**config.mk**
```make
export PLATFORM = sky130hd
export DESIGN_NAME = mips_stage_fwd_flat
export DESIGN_NICKNAME = d
export VERILOG_FILES = /design/src/rtl/mips_stage_fwd_if.sv /design/src/rtl/mips_stage_fwd.sv /design/src/flat_wrapper.sv
export SDC_FILE = /design/constraint.sdc
export NUM_CORES = 1
export LEC_CHECK = 0
export ABC_AREA = 1
export BUFFER_PORTS_ARGS = -buffer_cell sky130_fd_sc_hd__buf_2
export CAP_MARGIN = 20
export CELL_PAD_IN_SITES_DETAIL_PLACEMENT = 1
export CELL_PAD_IN_SITES_GLOBAL_PLACEMENT = 1
export CORE_ASPECT_RATIO = 0.6
export CORE_MARGIN = 2
export CORE_UTILIZATION = 38
export CTS_CLUSTER_DIAMETER = 50
export CTS_CLUSTER_SIZE = 10
export DETAILED_ROUTE_END_ITERATION = 10
export PLACE_DENSITY_LB_ADDON = 0.3
export RECOVER_POWER = 100
export SKIP_LAST_GASP = 1
export SLEW_MARGIN = 10
export SYNTH_ARGS = -nofsm -noshare
export SYNTH_HDL_FRONTEND = slang
export SYNTH_SLANG_ARGS = --single-unit
export TNS_END_PERCENT = 20
```
**constraint.sdc**
```tcl
create_clock -name ctrl_clock -period 1.7 [get_ports ctrl_clock]
set_input_delay 0.34 -clock ctrl_clock [delete_from_list [all_inputs] [get_ports ctrl_clock]]
set_output_delay 0.34 -clock ctrl_clock [all_outputs]
set_load 0.02 [all_outputs]
```
**src/rtl/mips_stage_fwd_if.sv**
```systemverilog
// mips_stage_fwd_if
//   Signal bundle for the operand-forwarding / load-use hazard unit.
//   clock, reset : rising-edge clock, asynchronous active-low reset
//   advance      : pipeline moves this cycle (0 = every register holds)
//   decRs/decRt, decRsVal/decRtVal : decode sources and register-file data
//   exWrite/exLoad/exRd/exResult   : the instruction currently in EX
//   memData      : load data for the instruction currently in MEM
//   regPort1/2   : registered forwarded operands (rs, rt) for EX
//   stall        : combinational load-use hazard
//   stallCount   : saturating stall-cycle counter (0 when stats disabled)
// Handshake: there is no valid/ready pair; every input is sampled on each
// rising edge where advance=1, and outputs update only on those edges.
interface mips_stage_fwd_if;
  logic        clock;
  logic        reset;
  logic        advance;
  logic [4:0]  decRs;
  logic [4:0]  decRt;
  logic [31:0] decRsVal;
  logic [31:0] decRtVal;
  logic        exWrite;
  logic        exLoad;
  logic [4:0]  exRd;
  logic [31:0] exResult;
  logic [31:0] memData;
  logic [31:0] regPort1;
  logic [31:0] regPort2;
  logic        stall;
  logic [15:0] stallCount;

  modport master (
    output clock, reset, advance, decRs, decRt, decRsVal, decRtVal,
           exWrite, exLoad, exRd, exResult, memData,
    input  regPort1, regPort2, stall, stallCount
  );

  modport slave (
    input  clock, reset, advance, decRs, decRt, decRsVal, decRtVal,
           exWrite, exLoad, exRd, exResult, memData,
    output regPort1, regPort2, stall, stallCount
  );
endinterface

```
**src/rtl/mips_stage_fwd.sv**
```systemverilog
// mips_stage_fwd
//   Producer side of the EX-stage forward channel. Tracks EX, MEM (slot M)
//   and WB (slot W) destinations/results, picks each decode operand from the
//   youngest in-flight producer or the register file, and registers the
//   result into regPort1/regPort2 for the execute stage one cycle later.
//   Raises a combinational stall on load-use hazards and inserts a bubble.
// Ports: single interface port 'ctrl' (mips_stage_fwd_if.slave); see the
//   interface file for the per-signal summary.
// Optional feature: define MIPS_STAGE_FWD_STATS_EN to build the saturating
//   stall-cycle counter; otherwise stallCount is tied to zero.
// Debug: slot state is visible through dbg_m_o/dbg_w_o packed structs
//   (hierarchical access) for checker binding.
module mips_stage_fwd (
  mips_stage_fwd_if.slave ctrl
);

  typedef struct packed {
    logic        valid;
    logic [4:0]  rd;
    logic        load;
    logic [31:0] value;
  } m_slot_t;

  typedef struct packed {
    logic        valid;
    logic [4:0]  rd;
    logic [31:0] value;
  } w_slot_t;

  m_slot_t     m_q, m_d;
  w_slot_t     w_q, w_d;
  logic [31:0] port1_q, port1_d;
  logic [31:0] port2_q, port2_d;
  logic        stall_w;

  m_slot_t     dbg_m_o;
  w_slot_t     dbg_w_o;
  assign dbg_m_o = m_q;
  assign dbg_w_o = w_q;

  // Operand select, youngest producer first. r0 never matches any slot so it
  // always falls through to the register-file value.
  function automatic logic [31:0] fwd_sel(
    input logic [4:0]  src,
    input logic [31:0] rf_val,
    input logic        ex_write,
    input logic        ex_load,
    input logic [4:0]  ex_rd,
    input logic [31:0] ex_result,
    input m_slot_t     m,
    input w_slot_t     w,
    input logic [31:0] mem_data
  );
    logic [31:0] r;
    r = rf_val;
    if (src != 5'd0) begin
      if (ex_write && !ex_load && (ex_rd == src))
        r = ex_result;
      else if (m.valid && (m.rd == src))
        r = m.load ? mem_data : m.value;
      else if (w.valid && (w.rd == src))
        r = w.value;
    end
    return r;
  endfunction

  // A load in EX has no data yet; any dependent decode must wait one cycle
  // and pick the data up from MEM through the load branch of fwd_sel.
  assign stall_w = ctrl.exWrite && ctrl.exLoad && (ctrl.exRd != 5'd0) &&
                   ((ctrl.exRd == ctrl.decRs) || (ctrl.exRd == ctrl.decRt));

  always_comb begin
    m_d     = m_q;
    w_d     = w_q;
    port1_d = port1_q;
    port2_d = port2_q;
    if (ctrl.advance) begin
      w_d.valid = m_q.valid;
      w_d.rd    = m_q.rd;
      w_d.value = m_q.load ? ctrl.memData : m_q.value;
      m_d.valid = ctrl.exWrite;
      m_d.rd    = ctrl.exRd;
      m_d.load  = ctrl.exLoad;
      m_d.value = ctrl.exResult;
      if (stall_w) begin
        port1_d = 32'h0;
        port2_d = 32'h0;
      end else begin
        port1_d = fwd_sel(ctrl.decRs, ctrl.decRsVal, ctrl.exWrite, ctrl.exLoad,
                          ctrl.exRd, ctrl.exResult, m_q, w_q, ctrl.memData);
        port2_d = fwd_sel(ctrl.decRt, ctrl.decRtVal, ctrl.exWrite, ctrl.exLoad,
                          ctrl.exRd, ctrl.exResult, m_q, w_q, ctrl.memData);
      end
    end
  end

  always_ff @(posedge ctrl.clock or negedge ctrl.reset) begin
    if (!ctrl.reset) begin
      m_q     <= '0;
      w_q     <= '0;
      port1_q <= 32'h0;
      port2_q <= 32'h0;
    end else begin
      m_q     <= m_d;
      w_q     <= w_d;
      port1_q <= port1_d;
      port2_q <= port2_d;
    end
  end

  assign ctrl.regPort1 = port1_q;
  assign ctrl.regPort2 = port2_q;
  assign ctrl.stall    = stall_w;

`ifdef MIPS_STAGE_FWD_STATS_EN
  logic [15:0] stall_cnt_q, stall_cnt_d;

  always_comb begin
    stall_cnt_d = stall_cnt_q;
    if (ctrl.advance && stall_w && (stall_cnt_q != 16'hFFFF))
      stall_cnt_d = stall_cnt_q + 16'd1;
  end

  always_ff @(posedge ctrl.clock or negedge ctrl.reset) begin
    if (!ctrl.reset) stall_cnt_q <= 16'h0;
    else             stall_cnt_q <= stall_cnt_d;
  end

  assign ctrl.stallCount = stall_cnt_q;
`else
  assign ctrl.stallCount = 16'h0000;
`endif

endmodule

```
**src/flat_wrapper.sv**
```systemverilog
// flat-port wrapper written by rule: the top's interface ports become plain ports
module mips_stage_fwd_flat 
  (ctrl_clock, ctrl_reset, ctrl_advance, ctrl_decRs, ctrl_decRt, ctrl_decRsVal, ctrl_decRtVal, ctrl_exWrite, ctrl_exLoad, ctrl_exRd, ctrl_exResult, ctrl_memData, ctrl_regPort1, ctrl_regPort2, ctrl_stall, ctrl_stallCount);
  mips_stage_fwd_if ctrl_i ();
  input wire logic [$bits(ctrl_i.clock)-1:0] ctrl_clock;
  input wire logic [$bits(ctrl_i.reset)-1:0] ctrl_reset;
  input wire logic [$bits(ctrl_i.advance)-1:0] ctrl_advance;
  input wire logic [$bits(ctrl_i.decRs)-1:0] ctrl_decRs;
  input wire logic [$bits(ctrl_i.decRt)-1:0] ctrl_decRt;
  input wire logic [$bits(ctrl_i.decRsVal)-1:0] ctrl_decRsVal;
  input wire logic [$bits(ctrl_i.decRtVal)-1:0] ctrl_decRtVal;
  input wire logic [$bits(ctrl_i.exWrite)-1:0] ctrl_exWrite;
  input wire logic [$bits(ctrl_i.exLoad)-1:0] ctrl_exLoad;
  input wire logic [$bits(ctrl_i.exRd)-1:0] ctrl_exRd;
  input wire logic [$bits(ctrl_i.exResult)-1:0] ctrl_exResult;
  input wire logic [$bits(ctrl_i.memData)-1:0] ctrl_memData;
  output wire logic [$bits(ctrl_i.regPort1)-1:0] ctrl_regPort1;
  output wire logic [$bits(ctrl_i.regPort2)-1:0] ctrl_regPort2;
  output wire logic [$bits(ctrl_i.stall)-1:0] ctrl_stall;
  output wire logic [$bits(ctrl_i.stallCount)-1:0] ctrl_stallCount;
  assign ctrl_i.clock = ctrl_clock;
  assign ctrl_i.reset = ctrl_reset;
  assign ctrl_i.advance = ctrl_advance;
  assign ctrl_i.decRs = ctrl_decRs;
  assign ctrl_i.decRt = ctrl_decRt;
  assign ctrl_i.decRsVal = ctrl_decRsVal;
  assign ctrl_i.decRtVal = ctrl_decRtVal;
  assign ctrl_i.exWrite = ctrl_exWrite;
  assign ctrl_i.exLoad = ctrl_exLoad;
  assign ctrl_i.exRd = ctrl_exRd;
  assign ctrl_i.exResult = ctrl_exResult;
  assign ctrl_i.memData = ctrl_memData;
  assign ctrl_regPort1 = ctrl_i.regPort1;
  assign ctrl_regPort2 = ctrl_i.regPort2;
  assign ctrl_stall = ctrl_i.stall;
  assign ctrl_stallCount = ctrl_i.stallCount;
  mips_stage_fwd u_core (.ctrl(ctrl_i));
endmodule
```
==> results of run 1 <==
cells by family (layout without fill, tap and decap cells):
logic type	after synthesis	in the layout
compound gates	80	80
simple gates	1207	1207
other cells	1	17
buf+inv	246	468
xor+xnor	1	1
flops	141	141
registers in the layout, summed over array words and instances, names as in the netlist:
register	count
u_core.dbg_m_o	39
u_core.dbg_w_o	38
u_core.ctrl.regPort2	32
u_core.ctrl.regPort1	32
routing by layer:
metal  up-vias  part of all wire  track usage  wire length (um)
li1       5541                 -            -                 -
met4         0             0.022       0.0761              1050
met1      6200              0.45        0.427             21500
met5         -                 0            0                 0
met3        94             0.079       0.0421              3790
met2       541              0.45        0.471             21700
through the flow:
step                cells  worst slack, ns  instance area [um^2]
finish               2274           -0.193                 13300
global route         2274           -0.235                 13300
CTS                  2242          -0.0293                 12700
detailed placement   2210           -0.172                 12100
global placement     2210          -0.0838                 12100
floorplan            1691            0.300                 10400
power by group through the flow:
stage | registers (W) | logic (W) | clock network (W)
finish | 0.00403 | 0.00292 | 0.00367
global route | 0.00406 | 0.00317 | 0.00381
CTS | 0.00400 | 0.00272 | 0.00364
detailed placement | 0.00405 | 0.00267 | 0
global placement | 0.00404 | 0.00259 | 0
floorplan | 0.00423 | 0.00130 | 0
cells in the mapped netlist, types with 3 or more instances:
| cell type | n | area, um^2 |
|---|---|---|
| nand2_1 | 711 | 2670 |
| nor2_1 | 241 | 905 |
| nand3_1 | 169 | 846 |
| dfrtp_1 | 141 | 3530 |
| inv_1 | 118 | 443 |
| o21ai_0 | 76 | 380 |
| clkbuf_1 | 43 | 161 |
| nor2_2 | 36 | 225 |
| nand3_2 | 35 | 350 |
| buf_2 | 30 | 150 |
| buf_4 | 27 | 203 |
| inv_2 | 14 | 52.6 |
| buf_12 | 6 | 120 |
| buf_6 | 5 | 56.3 |
| nor2_4 | 5 | 56.3 |
| a21oi_1 | 3 | 15.0 |
| nand2_2 | 3 | 18.8 |
| nor3_1 | 3 | 15.0 |
worst max-delay path: stages (launching register included):
cell     delay [ns]
dfrtp_2        0.44
buf_6          0.13
nand2_2        0.07
nand2_2        0.08
nor2_4         0.13
nand3_4        0.10
buf_12         0.17
buf_12         0.15
nor2_1         0.17
nor2_1         0.08
nand2_1        0.07
nand2_1        0.07
nand2_1        0.06
nand2_1        0.04
worst max path at each step:
stage | endpoint | depth (start not counted) | startpoint
global placement | u_core.ctrl.regPort2[8] | 13 | ctrl_decRt[2]
floorplan | u_core.ctrl.regPort1[2] | 11 | u_core.dbg_m_o[34]
global route | u_core.ctrl.regPort1[7] | 13 | u_core.dbg_w_o[36]
detailed placement | u_core.ctrl.regPort2[8] | 13 | ctrl_decRt[3]
finish | u_core.ctrl.regPort2[22] | 13 | u_core.dbg_m_o[34]
CTS | u_core.ctrl.regPort1[19] | 12 | u_core.dbg_w_o[36]
area by class of cell:
| type | count | area (um^2) | area share |
|---|---|---|---|
| Multi-Input combinational cell | 1304 | 5930 | 0.444 |
| Sequential cell | 141 | 3530 | 0.265 |
| Timing Repair Buffer | 305 | 2390 | 0.179 |
| Clock buffer | 24 | 502 | 0.0376 |
| Inverter | 132 | 495 | 0.0371 |
| Tap cell | 360 | 450 | 0.0337 |
| Clock inverter | 7 | 37.5 | 0.00281 |
| Antenna cell | 1 | 2.50 | 0.000187 |
timing repair:
item                                    CTS  global route
cloned                                    0            19
pin swaps                                 0            22
hold buffers                              1             0
endpoints found under the setup margin   62            65
hold endpoints to repair                 33             0
resized for setup                        16            81
setup buffers                             0            12
==> results.md, run 1 <==
* Fill cells at 3583
* Status: complete, but fails checks
* Ys Warns at 0
* Reg2Reg Depth at 13
* Area Growth Syn to Fin at 29.5%
* Max Root-Sink Buffers at 2
* Tcrit/Tclk final at 1.11
* Post-synthesis cell type count at 28
* Fmax at between 500 and 600 MHz
* DIE HEIGHT at 132 um
* Vias in the first global route at 11900
* Relative slew slack at 0.199
* Antenna Nets Post-Route at 0
* Routability cong. at 0.897
* Crit path launch type: register
* PnR worst setup slack at -0.193 ns
* CTS tree: yes
* Routed WL at 48.0 mm
* Largest family of logic cells by synthesized area: simple AND/OR/NAND/NOR gates
* Crit path kind: register to register
* Critical path data arrival time at approximately 2.2 ns
* Reg2reg setup slack at -0.19 ns
* Hold Fails Final Rpt at 0
* Most frequent cells in the layout: nand2_1, nor2_1, nand3_1, buf_2, dfrtp_1
* Xor/xnor share of the synthesized area at 0.000850
* Die area at roughly 29000 um^2
* Post-Route Utilization at 0.503
* DR pass1 iterations at 5
* Leak at 7.31 nW
* Drt initial violations at 1177
* PortBufs at 212
* Syn Inst Count at 1676
* Reg power frac at 0.379
* Nets at ~2000
* Pint at 0.00670 W
* Compound-Gate Fraction of Synth Area at 0.0388
* Setup TNS at -3.93 ns
* Async set-reset flop share out of synthesis at 1.00
* Max-Cap Viols at 0
* Routed length per instance at ~21 um
* First-pass GRT wire length at 66.3 mm
* Ports at 229
* Via-per-instance ratio at approximately 5.4
* Rows at 46
* FF+latch count, synth at between 100 and 150
* Pwr per Cell Area at around 800 nW/um^2
* Clock power frac at 0.346
* Crit Path Max Fanout at 7
* Initial cell density of the core at 0.388
* Vias at 12400
* Core Footprint at 26500 um^2
* Setup violations, final at 66
* Worst Tran Pin Value at 1.20 ns
* Clock skew at 0.00937 ns
* Min-Delay Endpoint: u_core.dbg_m_o[1]
* Post-synthesis mux area share at 0
* Post-synthesis sequential area ratio at 0.342
* Area share of fa/ha/maj cells after synthesis at 0
* Final HPWL DP at 29.3 mm
* Hold_sp: ctrl_exResult[1]
* Avg Inst Size Synth at 6.15 um^2
* Share of cells above drive strength 1 at 0.232
* Reg clk slew, reported paths at 0.07 ns
* Commonest non-fill, non-tap cell in the layout: nand2_1
* Largest net degree at the start of global routing at 71
* Final Total Pwr at about 0.011 W
* Clock sinks at ~140
* Worst supply voltage drop on vdd at approximately 0.6 mV
* Min Tclk post-route at 1.89 ns
* RSZ-0062 raised after global routing: yes
* # DRC at 0
* Prevailing post-synth register cell: dfrtp_1
* Initial antenna violation count at 1
* CP Capture Type: register
* Worst-Skew Late Latency at 0.46 ns
* Die width at roughly 220 um
* Post-Synth Simple-Gate Area at 0.500
* WHS at 0.140 ns
* Hold Crit Class: primary input to register
* Grt total ovfl at 0
* Max-slew violation count at 0
* Switch share at 0.369
* Comb power frac at 0.275
* FF-to-FF Start: u_core.dbg_m_o[34]
* Cell count of the worst hold path at 3
* End of the worst register-to-register path: u_core.ctrl.regPort2[22]
* Total track usage at 0.298
* CTS H-tree lvls at 4
* Mapped Area at 10300 um^2
* NetSw at 0.00392 W
* Failing checks: negative setup slack
* EDFF count, synth at 0
* CTS Buf Count at 17
* Data required, critical path at 2.04 ns
* CTS root buffer: clkbuf_16
Power figures use the tool's default switching activity.
==> inputs of run 2 (changes only) <==
BUFFER_PORTS_ARGS = -buffer_cell sky130_fd_sc_hd__buf_4   (was -buffer_cell sky130_fd_sc_hd__buf_2)
==> results.md, run 2 (same netlist as run 1, synthesis figures left out) <==
* Tcrit/Tclk final at 1.08 (-0.0370)
* Vias at 11900 (-3.6%)
* Antenna cells at 0 (-1)
* PnR worst setup slack at -0.130 ns (+0.0630 ns)
* Reg2Reg Depth at 13 (unchanged)
* Reg2reg setup slack at -0.13 ns (+0.06 ns)
* Critical Path, Cell by Cell: buf_6, nand2_4, o21ai_4, nor2_4, buf_4, buf_4, buf_4, nand3_1, nand3_2, nand2_2, nand2_2, nand2_2, nand2_1
* Routed length per instance at 20.1 um (-4.7%)
* Design Area, Final at 13400 um^2 (+0.71%)
* Data required, critical path at 2.10 ns (+0.06 ns)
* Clock power frac at 0.378 (+0.032)
* Crit-path slowest cell: dfrtp_1
* Worst supply voltage drop on vdd at 0.671 mV (+9.8%)
* Share of cells above drive strength 1 at 0.212 (-0.0197)
* CTS Buf Count at 17 (unchanged)
* First-pass GRT wire length at 69.5 mm (+4.9%)
* Setup violations, final at 61 (-7.6%)
* WHS at 0.109 ns (-0.0307 ns)
* Die area at 28500 um^2 (unchanged)
* Initial cell density of the core at 0.388 (unchanged)
* Antenna Nets Post-Route at 0 (unchanged)
* Die width at 217 um (unchanged)
* DIE HEIGHT at 132 um (unchanged)
* Via-per-instance ratio at 5.29 (-2.9%)
* Pwr per Cell Area at 837 nW/um^2 (+5.2%)
* WL met1 at 20.7 mm (-3.9%)
* Max-Cap Viols at 0 (unchanged)
* # DRC at 0 (unchanged)
* Critical path data arrival time at 2.23 ns (about the same)
* Cell count of the worst hold path at 3 (unchanged)
* Top Metal Used: met4
* Hold Crit Class: primary input to register
* Max Root-Sink Buffers at 2 (unchanged)
* Crit Path Max Fanout at 15 (+8)
* Nets at 2034 (-0.73%)
* Hold_sp: ctrl_exResult[13]
* CTS root buffer: clkbuf_16
* Fmax at 546 MHz (+3.4%)
* Post-DP Area at 12600 um^2 (+4.1%)
* Met2 Wirelength at 20.1 mm (-7.4%)
* Reg power frac at 0.357 (-0.022)
* DR pass1 iterations at 5 (unchanged)
* Area Growth Syn to Fin at 30.4%
* Initial antenna violation count at 0 (-1)
* Switch share at 0.345 (-0.0240)
* Met3 wire length at 3.65 mm (-3.8%)
* Comb power frac at 0.265 (-0.010)
* Drt initial violations at 877 (-25%)
* Failing checks: negative setup slack
* Hold Fails Final Rpt at 0 (unchanged)
* Ports at 229 (unchanged)
* CP Capture Type: register
* NetSw at 0.00388 W (-0.92%)
* Rows at 46 (unchanged)
* Crit path launch type: register
* Vias in the first global route at 12000 (+1.1%)
* FF-to-FF Start: u_core.dbg_w_o[33]
* CTS H-tree lvls at 4 (unchanged)
* Setup TNS at -4.18 ns (-0.246 ns)
* RSZ-0062 raised after global routing: yes
* CP max stage delay at 0.40 ns (-0.04 ns)
* Worst-Skew Late Latency at 0.46 ns (about the same)
* Min-Delay Endpoint: u_core.dbg_m_o[13]
* Worst Tran Pin Value at 1.14 ns (-0.0654 ns)
* Largest net degree at the start of global routing at 63 (-11%)
* CTS tree: yes
* Final HPWL DP at 29.4 mm (+0.44%)
* Routed WL at 45.4 mm (-5.5%)
* Reg clk slew, reported paths at 0.07 ns (about the same)
* Relative slew slack at 0.243 (+0.0436)
* Routability cong. at 0.905 (+0.93%)
* Status: complete, but fails checks
* Grt total ovfl at 0 (unchanged)
* Crit path kind: register to register
* Max reg flops at 39 (unchanged)
* End of the worst register-to-register path: u_core.ctrl.regPort2[22]
* PortBufs at 212 (unchanged)
* Total track usage at 0.315 (+0.0170)
* Min Tclk post-route at 1.83 ns (-0.0630 ns)
* Clock skew at 0.0106 ns (+0.00127 ns)
* Clock sinks at 141 (unchanged)
* Max-slew violation count at 0 (unchanged)
* Final Total Pwr at 0.0113 W (+6.0%)
* Core Footprint at 26500 um^2 (unchanged)
* Leak at 7.35 nW (+0.56%)
* Pint at 0.00737 W (+10%)
* Commonest non-fill, non-tap cell in the layout: nand2_1
* Most frequent cells in the layout: nand2_1, nor2_1, buf_4, nand3_1, dfrtp_1
==> run 2: cell count changes in the layout (fill, tap and decap cells not counted), sizes merged <==
| cell | change |
|---|---|
| nor2 | +1 |
| bufbuf | +1 |
| diode | -1 |
| clkbuf | -21 |
| bufinv | +5 |
| buf | -2 |
==> run 2: timing repair <==
item | CTS | global route
endpoints found under the hold margin | 34 | 0
pin swaps | 5 | 19
hold buffers | 1 | 0
setup buffers | 6 | 7
endpoints found under the setup margin | 65 | 65
resized for setup | 16 | 54
cloned | 3 | 3
==> run 2: cell type report <==
cell class | count | area [um^2]
Timing Repair Buffer | 289 | 2440
Sequential cell | 141 | 3530
Fill cell | 3592 | 13100
Tap cell | 360 | 450
Clock buffer | 18 | 439
Inverter | 132 | 500
Multi-Input combinational cell | 1305 | 5890
Clock inverter | 12 | 195
==> run 2: critical path: cells and delay by family, from the launching register on <==
family / cells / cell delay, ns
AOI/OAI and AO/OA: 1 / 0.08
DFF: 1 / 0.40
buffers and inverters: 4 / 0.58
and+or+nand+nor: 8 / 0.70
==> run 2: power groups by stage <==
stage	clock network, W	registers, W	logic [W]
3_5_place_dp	0	0.00406	0.00286
6_report	0.00426	0.00402	0.00298
5_1_grt	0.00443	0.00406	0.00324
2_1_floorplan	0	0.00423	0.00130
3_3_place_gp	0	0.00405	0.00278
4_1_cts	0.00430	0.00401	0.00300
==> run 2: how the worst max path moves through the flow <==
stage	from	endpoint	slack, ns
floorplan	u_core.dbg_m_o[34]	u_core.ctrl.regPort1[2]	0.30
global placement	ctrl_decRs[2]	u_core.ctrl.regPort1[3]	-0.42
global route	u_core.dbg_w_o[33]	u_core.ctrl.regPort2[8]	-0.22
CTS	u_core.dbg_w_o[34]	u_core.ctrl.regPort2[22]	-0.05
finish	u_core.dbg_w_o[33]	u_core.ctrl.regPort2[22]	-0.13
detailed placement	ctrl_decRs[2]	u_core.ctrl.regPort1[5]	-0.48
==> run 2: per-layer routing <==
layer | global-route usage | vias up
met5 | 0 | -
met4 | 0.100 | 0
met3 | 0.0593 | 71
met2 | 0.476 | 494
met1 | 0.452 | 5856
li1 | - | 5508
==> run 2: per-stage QoR <==
stage               std cells  setup WS, ns  utilization
finish                   2257        -0.130        0.507
global route             2257        -0.218        0.507
CTS                      2247       -0.0480        0.506
detailed placement       2207        -0.476        0.474
global placement         2207        -0.416        0.474
floorplan                1691         0.300            -
